File: src/rtl/uart_rx_port_if.sv
// CPU-side bus bundle for uart_rx_port: address/strobes/write data in, read data and hit out.
interface uart_rx_port_if;
   logic [15:0] addressBus;
   logic        writeEnBus;
   logic        readEnBus;
   logic [7:0]  data_c2r;
   logic [7:0]  data_r2c;
   logic        hit;

   modport master (output addressBus, writeEnBus, readEnBus, data_c2r,
                   input  data_r2c, hit);
   modport slave  (input  addressBus, writeEnBus, readEnBus, data_c2r,
                   output data_r2c, hit);
endinterface

File: src/rtl/uart_rx_port.sv
// Memory-mapped 8N1 serial receiver with a small receive FIFO, data at BASE_ADDR, status at BASE_ADDR+1.
// Define UART_RX_PARITY_EN to receive 8E1 frames and report even-parity errors in status bit 4.
module uart_rx_port #(
   parameter int          CLKS_PER_BIT = 16,
   parameter int          FIFO_DEPTH   = 4,
   parameter logic [15:0] BASE_ADDR    = 16'h5a00
) (
   input  logic           clock,
   input  logic           reset,
   input  logic           rx,
   uart_rx_port_if.slave  bus,
   output logic           rx_irq
);
   localparam int PW = $clog2(FIFO_DEPTH);
   localparam int CW = PW + 1;
   localparam int TW = $clog2(CLKS_PER_BIT);
   localparam logic [TW-1:0] HALF_M1 = TW'(CLKS_PER_BIT / 2 - 1);
   localparam logic [TW-1:0] FULL_M1 = TW'(CLKS_PER_BIT - 1);

   typedef enum logic [2:0] {S_IDLE, S_START, S_DATA, S_PARITY, S_STOP, S_BRK} state_t;

   logic [1:0]    sync_q;
   logic          rx_prev_q;
   logic          rx_s;
   state_t        state_q, state_d;
   logic [TW-1:0] cnt_q, cnt_d;
   logic [2:0]    bit_q, bit_d;
   logic [7:0]    shreg_q, shreg_d;
   logic          push, frame_set, par_set;

   logic [7:0]    mem_q [FIFO_DEPTH];
   logic [PW-1:0] wr_ptr_q, rd_ptr_q;
   logic [CW-1:0] count_q, count_d;
   logic          empty, full, pop, push_ok, ovr_set;
   logic          rd_data, rd_stat, wr_stat;
   logic          ovr_q, ovr_d, frame_q, frame_d, par_flag;
   logic [7:0]    status, data_q, data_d;
   logic          hit_q, hit_d;
   logic          unused_bits;

   // Line is idle high, so the synchroniser presets to 1 to avoid a false start after reset.
   always_ff @(posedge clock or negedge reset) begin
      if (!reset) begin
         sync_q    <= 2'b11;
         rx_prev_q <= 1'b1;
      end else begin
         sync_q    <= {sync_q[0], rx};
         rx_prev_q <= sync_q[1];
      end
   end
   assign rx_s = sync_q[1];

   always_ff @(posedge clock or negedge reset) begin
      if (!reset) begin
         state_q <= S_IDLE;
         cnt_q   <= '0;
         bit_q   <= '0;
         shreg_q <= '0;
      end else begin
         state_q <= state_d;
         cnt_q   <= cnt_d;
         bit_q   <= bit_d;
         shreg_q <= shreg_d;
      end
   end

   always_comb begin
      state_d   = state_q;
      cnt_d     = cnt_q;
      bit_d     = bit_q;
      shreg_d   = shreg_q;
      push      = 1'b0;
      frame_set = 1'b0;
      par_set   = 1'b0;
      unique case (state_q)
         S_IDLE: if (rx_prev_q && !rx_s) begin
            state_d = S_START;
            cnt_d   = '0;
            bit_d   = '0;
         end
         S_START: if (cnt_q == HALF_M1) begin
            cnt_d   = '0;
            state_d = rx_s ? S_IDLE : S_DATA;
         end else cnt_d = cnt_q + 1'b1;
         S_DATA: if (cnt_q == FULL_M1) begin
            cnt_d   = '0;
            shreg_d = {rx_s, shreg_q[7:1]};
            bit_d   = bit_q + 3'd1;
`ifdef UART_RX_PARITY_EN
            if (bit_q == 3'd7) state_d = S_PARITY;
`else
            if (bit_q == 3'd7) state_d = S_STOP;
`endif
         end else cnt_d = cnt_q + 1'b1;
         S_PARITY: if (cnt_q == FULL_M1) begin
            cnt_d   = '0;
            par_set = (^shreg_q) != rx_s;
            state_d = S_STOP;
         end else cnt_d = cnt_q + 1'b1;
         S_STOP: if (cnt_q == FULL_M1) begin
            cnt_d = '0;
            if (rx_s) begin
               push    = 1'b1;
               state_d = S_IDLE;
            end else begin
               frame_set = 1'b1;
               state_d   = S_BRK;
            end
         end else cnt_d = cnt_q + 1'b1;
         // A held-low line parks here so it reports only one framing error.
         S_BRK: if (rx_s) state_d = S_IDLE;
         default: state_d = S_IDLE;
      endcase
   end

   assign rd_data = bus.readEnBus  && (bus.addressBus == BASE_ADDR);
   assign rd_stat = bus.readEnBus  && (bus.addressBus == BASE_ADDR + 16'd1);
   assign wr_stat = bus.writeEnBus && (bus.addressBus == BASE_ADDR + 16'd1);

   assign empty   = (count_q == '0);
   assign full    = (count_q == CW'(FIFO_DEPTH));
   assign pop     = rd_data && !empty;
   assign push_ok = push && (!full || pop);
   assign ovr_set = push && full && !pop;

   always_comb begin
      count_d = count_q;
      if (push_ok && !pop)      count_d = count_q + 1'b1;
      else if (!push_ok && pop) count_d = count_q - 1'b1;
   end

   always_ff @(posedge clock) begin
      if (push_ok) mem_q[wr_ptr_q] <= shreg_q;
   end

   always_ff @(posedge clock or negedge reset) begin
      if (!reset) begin
         wr_ptr_q <= '0;
         rd_ptr_q <= '0;
         count_q  <= '0;
      end else begin
         if (push_ok) wr_ptr_q <= wr_ptr_q + 1'b1;
         if (pop)     rd_ptr_q <= rd_ptr_q + 1'b1;
         count_q <= count_d;
      end
   end

   // Set wins over a same-cycle write-one-to-clear.
   assign ovr_d   = ovr_set   | (ovr_q   & ~(wr_stat & bus.data_c2r[1]));
   assign frame_d = frame_set | (frame_q & ~(wr_stat & bus.data_c2r[2]));

   always_ff @(posedge clock or negedge reset) begin
      if (!reset) begin
         ovr_q   <= 1'b0;
         frame_q <= 1'b0;
      end else begin
         ovr_q   <= ovr_d;
         frame_q <= frame_d;
      end
   end

`ifdef UART_RX_PARITY_EN
   logic par_q, par_d;
   assign par_d = par_set | (par_q & ~(wr_stat & bus.data_c2r[4]));
   always_ff @(posedge clock or negedge reset) begin
      if (!reset) par_q <= 1'b0;
      else        par_q <= par_d;
   end
   assign par_flag    = par_q;
   assign unused_bits = ^{bus.data_c2r[7:5], bus.data_c2r[3], bus.data_c2r[0]};
`else
   assign par_flag    = 1'b0;
   assign unused_bits = ^{bus.data_c2r[7:3], bus.data_c2r[0], par_set};
`endif

   assign status = {3'b000, par_flag, full, frame_q, ovr_q, !empty};

   always_comb begin
      data_d = data_q;
      if (rd_data)      data_d = empty ? 8'h00 : mem_q[rd_ptr_q];
      else if (rd_stat) data_d = status;
   end
   assign hit_d = rd_data | rd_stat;

   always_ff @(posedge clock or negedge reset) begin
      if (!reset) begin
         data_q <= 8'h00;
         hit_q  <= 1'b0;
      end else begin
         data_q <= data_d;
         hit_q  <= hit_d;
      end
   end

   assign bus.data_r2c = data_q;
   assign bus.hit      = hit_q;
   assign rx_irq       = !empty;
endmodule

File: src/flat_wrapper.sv
// flat-port wrapper written by rule: the top's interface ports become plain ports
module uart_rx_port_flat 
#(
   parameter int          CLKS_PER_BIT = 16,
   parameter int          FIFO_DEPTH   = 4,
   parameter logic [15:0] BASE_ADDR    = 16'h5a00
)
  (clock, reset, rx, rx_irq, bus_addressBus, bus_writeEnBus, bus_readEnBus, bus_data_c2r, bus_data_r2c, bus_hit);
  uart_rx_port_if bus_i ();
  input  logic clock;
  input  logic reset;
  input  logic rx;
  output logic rx_irq;
  input wire logic [$bits(bus_i.addressBus)-1:0] bus_addressBus;
  input wire logic [$bits(bus_i.writeEnBus)-1:0] bus_writeEnBus;
  input wire logic [$bits(bus_i.readEnBus)-1:0] bus_readEnBus;
  input wire logic [$bits(bus_i.data_c2r)-1:0] bus_data_c2r;
  output wire logic [$bits(bus_i.data_r2c)-1:0] bus_data_r2c;
  output wire logic [$bits(bus_i.hit)-1:0] bus_hit;
  assign bus_i.addressBus = bus_addressBus;
  assign bus_i.writeEnBus = bus_writeEnBus;
  assign bus_i.readEnBus = bus_readEnBus;
  assign bus_i.data_c2r = bus_data_c2r;
  assign bus_data_r2c = bus_i.data_r2c;
  assign bus_hit = bus_i.hit;
  uart_rx_port #(.CLKS_PER_BIT(CLKS_PER_BIT), .FIFO_DEPTH(FIFO_DEPTH), .BASE_ADDR(BASE_ADDR)) u_core (.clock(clock), .reset(reset), .rx(rx), .bus(bus_i), .rx_irq(rx_irq));
endmodule
File: config.mk
export PLATFORM = sky130hd
export DESIGN_NAME = uart_rx_port_flat
export DESIGN_NICKNAME = d
export VERILOG_FILES = /design/src/rtl/uart_rx_port_if.sv /design/src/rtl/uart_rx_port.sv /design/src/flat_wrapper.sv
export SDC_FILE = /design/constraint.sdc
export NUM_CORES = 1
export LEC_CHECK = 0
export CAP_MARGIN = 20
export CELL_PAD_IN_SITES_DETAIL_PLACEMENT = 1
export CELL_PAD_IN_SITES_GLOBAL_PLACEMENT = 1
export CORE_AREA = 2 2 86 88
export CTS_CLUSTER_DIAMETER = 100
export DETAILED_ROUTE_END_ITERATION = 10
export DIE_AREA = 0 0 88 90
export PLACE_DENSITY = 0.87
export RECOVER_POWER = 100
export SETUP_SLACK_MARGIN = 0.3
export SYNTH_ARGS = -nofsm -noshare
export SYNTH_HDL_FRONTEND = slang
export SYNTH_SLANG_ARGS = --single-unit
File: constraint.sdc
create_clock -name clock -period 7.1 [get_ports clock]
set_clock_uncertainty 0.15 [all_clocks]
set_input_delay 1.065 -clock clock [delete_from_list [all_inputs] [get_ports clock]]
set_output_delay 1.065 -clock clock [all_outputs]
set_load 0.02 [all_outputs]
---- Yosys cells after proc, flatten, opt, wreduce, memory -nomap -nowiden ----
Memories as Yosys holds them, arrays and structs flattened.
Index checks and enable logic that the tools add are counted.
operators by class
  equal/unequal tests ..................... 18
  magnitude comparators ................... 0
  shift operators ......................... 0
  $add $sub $neg .......................... 6
  reduce and logical (&&, ||, !) cells .... 27
  mux-type cells .......................... 30
  divide/modulo/power cells ............... 0
  bitwise gates (word level) .............. 9
  $mul .................................... 0
operators with widths
  operator                count
  $mux W3                 12
  $eq A16 B15 Y1 const B  2
  $mux W8                 3
  $pmux W3 S6             1
  $ne A2 B1 Y1 const B    7
  $eq A3 B3 Y1 const B    4
  $mux W4                 3
  $pmux W4 S3             1
  $logic_and A1 B1 Y1     10
  $mux W1                 8
  $reduce_and A7 Y1       1
  $add A3 B1 Y3 const B   2
  $eq A3 B2 Y1 const B    2
  $logic_not A3 Y1        2
  $pmux W3 S2             1
  $reduce_bool A2 Y1      3
  $logic_not A1 Y1        5
  $add A2 B1 Y2 const B   2
  $add A4 B1 Y4 const B   1
  $and A1 B1 Y1           4
  $eq A4 B3 Y1 const B    1
  $eq A4 B4 Y1 const B    1
  $reduce_and A2 Y1       2
  $eq A3 B1 Y1 const B    1
  8 further kinds         11
word-level totals
  latch bits .............................. 0
  bits in registers ....................... 39
  output and inout port bits .............. 10
  bits in read-only memories .............. 0
  bits of input ports ..................... 29
  memory bits (writable) .................. 32
  word-level logic and storage cells ...... 104
  memories ................................ 1
memories
  memory        words  bits a word  rd ports  clocked after memory_dff  wr ports  RTL line            source
  u_core.mem_q  4      8            1         0                         1         uart_rx_port.sv:31  logic [7:0] mem_q [FIFO_DEPTH];

---- Logic depth before layout (Yosys ltp) ----
  depth after elaboration ................. 9
  mapped depth ............................ 10
  gate-level depth less buffers ........... 10

---- Worst setup path before layout ----
Ideal clock, no wire load.
  path type ............................... input to register
  from .................................... in bus_addressBus[4]
  to ...................................... reg u_core.count_q[2]
  library setup time ...................... 0.079 ns
  data required time ...................... 6.871 ns
  path slack .............................. 4.029 ns
  path buffers ............................ 0
  stages .................................. 10
  data arrival time ....................... 2.842 ns
  cell sequence ........................... nor4_4 > nand4b_4 > o21a_1 > nor2_1 > ha_1 > inv_1 > fa_1 > xor2_1 > nor2_1 > xor2_1
between the ends
  word-level cells in the longest chain between the ends .. 8
  elaborated cells on any way between the ends .. 11
  those cells by class .................... eq/ne: 1; mux: 1; reduce/logical: 9
ends and longest elaborated chain
  element                              RTL line             source
  start, declared                      flat_wrapper.sv:14   input wire logic [$bits(bus_i.addressBus)-1:0] bus_addressBus;
  $eq A16 B15 Y1 (*)                   uart_rx_port.sv:116  assign rd_data = bus.readEnBus && (bus.addressBus == BASE_ADDR);
  $logic_and A1 B1 Y1 (*)              uart_rx_port.sv:116
  $logic_and A1 B1 Y1 (*)              uart_rx_port.sv:122  assign pop = rd_data && !empty;
  $logic_or A1 B1 Y1 (*)               uart_rx_port.sv:123  assign push_ok = push && (!full || pop);
  $logic_and A1 B1 Y1 (*)              uart_rx_port.sv:123
  via u_core.push_ok                   uart_rx_port.sv:34   logic empty, full, pop, push_ok, ovr_set;
  $logic_not A1 Y1                     uart_rx_port.sv:129  else if (!push_ok && pop) count_d = count_q - 1'b1;
  $logic_and A1 B1 Y1                  uart_rx_port.sv:129
  $reduce_bool A2 Y1 (no source line)  --
  end signal, assigned                 uart_rx_port.sv:144  count_q <= count_d;
  end, declared                        uart_rx_port.sv:33   logic [CW-1:0] count_q, count_d;
The timed path passes the listed nets; every way through them passes the cells marked *.
A chain may end at the register's enable or synchronous reset.

---- Worst setup path in the final report ----
Ends and elaborated chain as after synthesis.

==> impl_metrics.py <==
metrics = {
    "timing": {
        "rsz0062_at_grt": "no",
        "min_period_over_period_pct": 59.51,
        "final-setup-viol-count": 0,
        "slew_violations": 40,
        "max_slew_margin_pct": -43.20,
        "hold_slack_ps": 213.2,
        "setup_tns_ps": 0,
        "setup_slack_ps": 2875,
        "layout_min_cycle_time_ps": 4225,
        "hold_viol": 0,
        "tightestPinTransition_ps": 2148,
        "max_freq_mhz": 236.7,
    },
    "synth": {
        "avgSynthCellArea_um2": 12.65,
        "synth-xor-area-share_pct": 1.342,
        "synth_fa_ha_area_share_pct": 3.681,
        "synth_compound_area_share_pct": 7.822,
        "synthTopCellsByCount": "nand2_1, dfrtp_1, edfxtp_1, o21ai_0, nor2_1",
        "synth-simple-area-share_pct": 16.83,
        "synth-async-reset-ratio_pct": 54.93,
        "synth_top_area_share_pct": 29.45,
        "syn_nets": 296,
        "netlist_instances": 258,
        "synth.most_common_cell": "nand2_1",
        "synthMuxAreaShare_pct": 8.206,
        "ys_ff_latch": 71,
        "synth_area_leaders": "edfxtp_1, dfrtp_1, mux4_2",
        "ys_seq_area_share_pct": 59.47,
        "yosysWarnings": 0,
        "synth-edff-count": 32,
        "ys_types": 52,
        "yosysTopAreaCell": "edfxtp_1",
        "synthesis.area_um2": 3263,
        "ys.flop_type": "dfrtp_1",
        "synth_top_family_by_area": "simple AND/OR/NAND/NOR gates",
    },
    "power": {
        "p_int_mw": 0.6628,
        "clockPowerShare_pct": 30.6,
        "peakVddDrop_uv": 174.8,
        "p_sw_share_pct": 29.27,
        "p_sw_mw": 0.2743,
        "p_per_area_nw_per_um2": 246.0,
        "pwr-share-comb_pct": 17.1,
        "power.share.sequential_pct": 52.3,
        "leakage_nw": 1.501,
    },
    "drt": {
        "post-route-drc-count": 0,
        "drt_pass1_iterations": 4,
        "wl_per_cell_um": 18.81,
        "finalWirelength_um": 7486,
        "ant_nets": 0,
        "vias_per_cell": 5.523,
        "vias": 2198,
        "drt-initial-drc-count": 81,
    },
    "setup_path": {
        "rr_startpoint": "u_core.count_q[0]",
        "cp.arrival_ps": 4340,
        "cp_max_fo": 19,
        "r2r-end": "u_core.count_q[1]",
        "crit_start": "bus_addressBus[4]",
        "cp-start-kind": "primary input",
        "path_class": "in2reg",
        "rrSetupSlack_ps": 4130,
        "cp.required_ps": 7210,
        "end_kind": "flop",
        "r2r_cells": 7,
    },
    "layout": {
        "fillers": 720,
        "seq_area_um2": 1941,
        "antenna-diode-count": 0,
        "multi_input_area_um2": 1206,
        "finalNonFillerCells": 398,
        "synthToLayoutAreaGrowth_pct": 16.76,
        "fin_nets": 332,
        "layout-drive-gt1-share_pct": 11.71,
    },
    "die": {
        "coreArea_um2": 7020,
        "top_level_ports": 39,
        "die_h_um": 90,
        "fp-row-count": 31,
        "die_x_um": 88,
        "start_util_pct": 46.48,
        "dieArea_um2": 7920,
    },
    "clock_network": {
        "clock_path_buffers": 2,
        "clkTransAtPathRegs_ps": 70,
        "clk_latency_ps": 340,
        "root_buffer": "clkbuf_8",
        "cts_hold_buffers": 0,
        "post_cts_buffers": 0,
        "cts_resized": 0,
        "cts.sinks": 71,
        "cts_made_buffers": 9,
        "cts_tree": "done",
        "htreeDepth": 3,
    },
    "global_route": {
        "grt_antenna_before_repair": 0,
        "grt_pass1_vias": 2318,
        "overflow": 0,
        "grt_usage_pct": 20.00,
        "grt_pass1_wl_um": 11940,
        "grt_max_degree": 40,
    },
    "job": {
        "maxCapViolCount": 1,
    },
    "placed_design": {
        "dp_slack_ps": 3107,
        "hpwl_um": 5401,
        "gp_congestion": 0.8141,
        "port_buffers": 32,
        "dp_cells": 382,
    },
    "status": {
        "failed_checks": "max-capacitance violations, max-slew violations",
        "outcome": "complete, but fails checks",
    },
    "hold_path": {
        "min_to": "u_core.sync_q[1]",
        "min-delay-start": "u_core.sync_q[0]",
        "hold_path_depth": 0,
        "worstHoldPathType": "reg2reg",
    },
}
==> routing by layer <==
| metal | GRT usage, % | wire [um] | up-vias |
|---|---|---|---|
| met4 | 7.308 | 109 | 0 |
| met2 | 35.98 | 4052 | 69 |
| met5 | 0 | 0 | - |
| li1 | - | - | 1023 |
| met3 | 3.857 | 341 | 12 |
| met1 | 23.07 | 2983 | 1094 |
==> power groups by stage <==
stage	combinational (mW)	clock (mW)	sequential (mW)
2_1_floorplan	0.143	0	0.470
3_3_place_gp	0.154	0	0.496
3_5_place_dp	0.161	0	0.498
4_1_cts	0.163	0.293	0.489
5_1_grt	0.182	0.307	0.495
6_report	0.160	0.287	0.490
==> per-stage QoR <==
| step | instance area, um^2 | total power [mW] | utilization, % |
|---|---|---|---|
| finish | 3810 | 0.9371 | 54.27 |
| global route | 3810 | 0.9841 | 54.27 |
| global placement | 3684 | 0.6495 | 52.47 |
| floorplan | 3263 | 0.6134 | - |
| detailed placement | 3684 | 0.6592 | 52.47 |
| CTS | 3860 | 0.9451 | 54.98 |
==> worst max path at each step <==
stage          depth (start not counted)  slack (ps)           endpoint
2_1_floorplan                         10        4030  u_core.count_q[2]
3_3_place_gp                          11        3240  u_core.count_q[2]
3_5_place_dp                          11        3110  u_core.count_q[2]
4_1_cts                               11        3460  u_core.count_q[2]
5_1_grt                               11        2580  u_core.count_q[2]
6_report                              11        2870  u_core.count_q[2]
==> layout make-up <==
class                      count  area share (%)
clock inverter                 5          0.9195
tap                           99           3.251
multi-input combinational    167           31.66
timing repair buffer          37           8.736
sequential                    71           50.94
inverter                       8          0.7882
clock buffer                  11           3.711
==> critical path, stage by stage <==
cell           delay (ps)
dlygate4sd3_1         550
nor4_1                310
nand4b_1              680
o21a_1                500
nor2_1                120
ha_1                  210
inv_1                  70
fa_1                  380
xor2_1                150
nor2_1                130
xor2_1                160
==> cell families (layout without fill, tap and decap cells) <==
family                   after synthesis  in the layout
buffers and inverters                 20             61
adder cells (fa/ha/maj)                9              9
AND/OR/NAND/NOR                       98             98
flip-flops                            71             71
AO/OA/AOI/OAI                         39             39
multiplexers                          16             16
XOR/XNOR                               5              5
==> registers in the layout, indices dropped and copies added, names as in the netlist, 2 cells and up <==
| name | count |
|---|---|
| u_core.bit_q | 3 |
| u_core.bus.data_r2c | 8 |
| u_core.cnt_q | 4 |
| u_core.count_q | 3 |
| u_core.mem_q | 32 |
| u_core.rd_ptr_q | 2 |
| u_core.shreg_q | 8 |
| u_core.state_q | 3 |
| u_core.sync_q | 2 |
| u_core.wr_ptr_q | 2 |
==> cells in the final DEF, fill, tap and decap left out, types with 4 or more instances in the layout <==
master,n
nand4_1,5
inv_1,8
o21ai_0,13
clkdlybuf4s50_1,18
nand3_1,4
nor2_1,10
nor3b_1,8
dfrtp_1,36
clkbuf_1,7
xor2_1,4
nand2_1,46
ha_1,8
clkbuf_8,10
edfxtp_1,32
a21oi_1,6
dlygate4sd3_1,13
mux4_2,8
nor3_1,4
mux2_2,6
o31ai_1,4
Note: power is estimated with default switching activity, not from simulation.
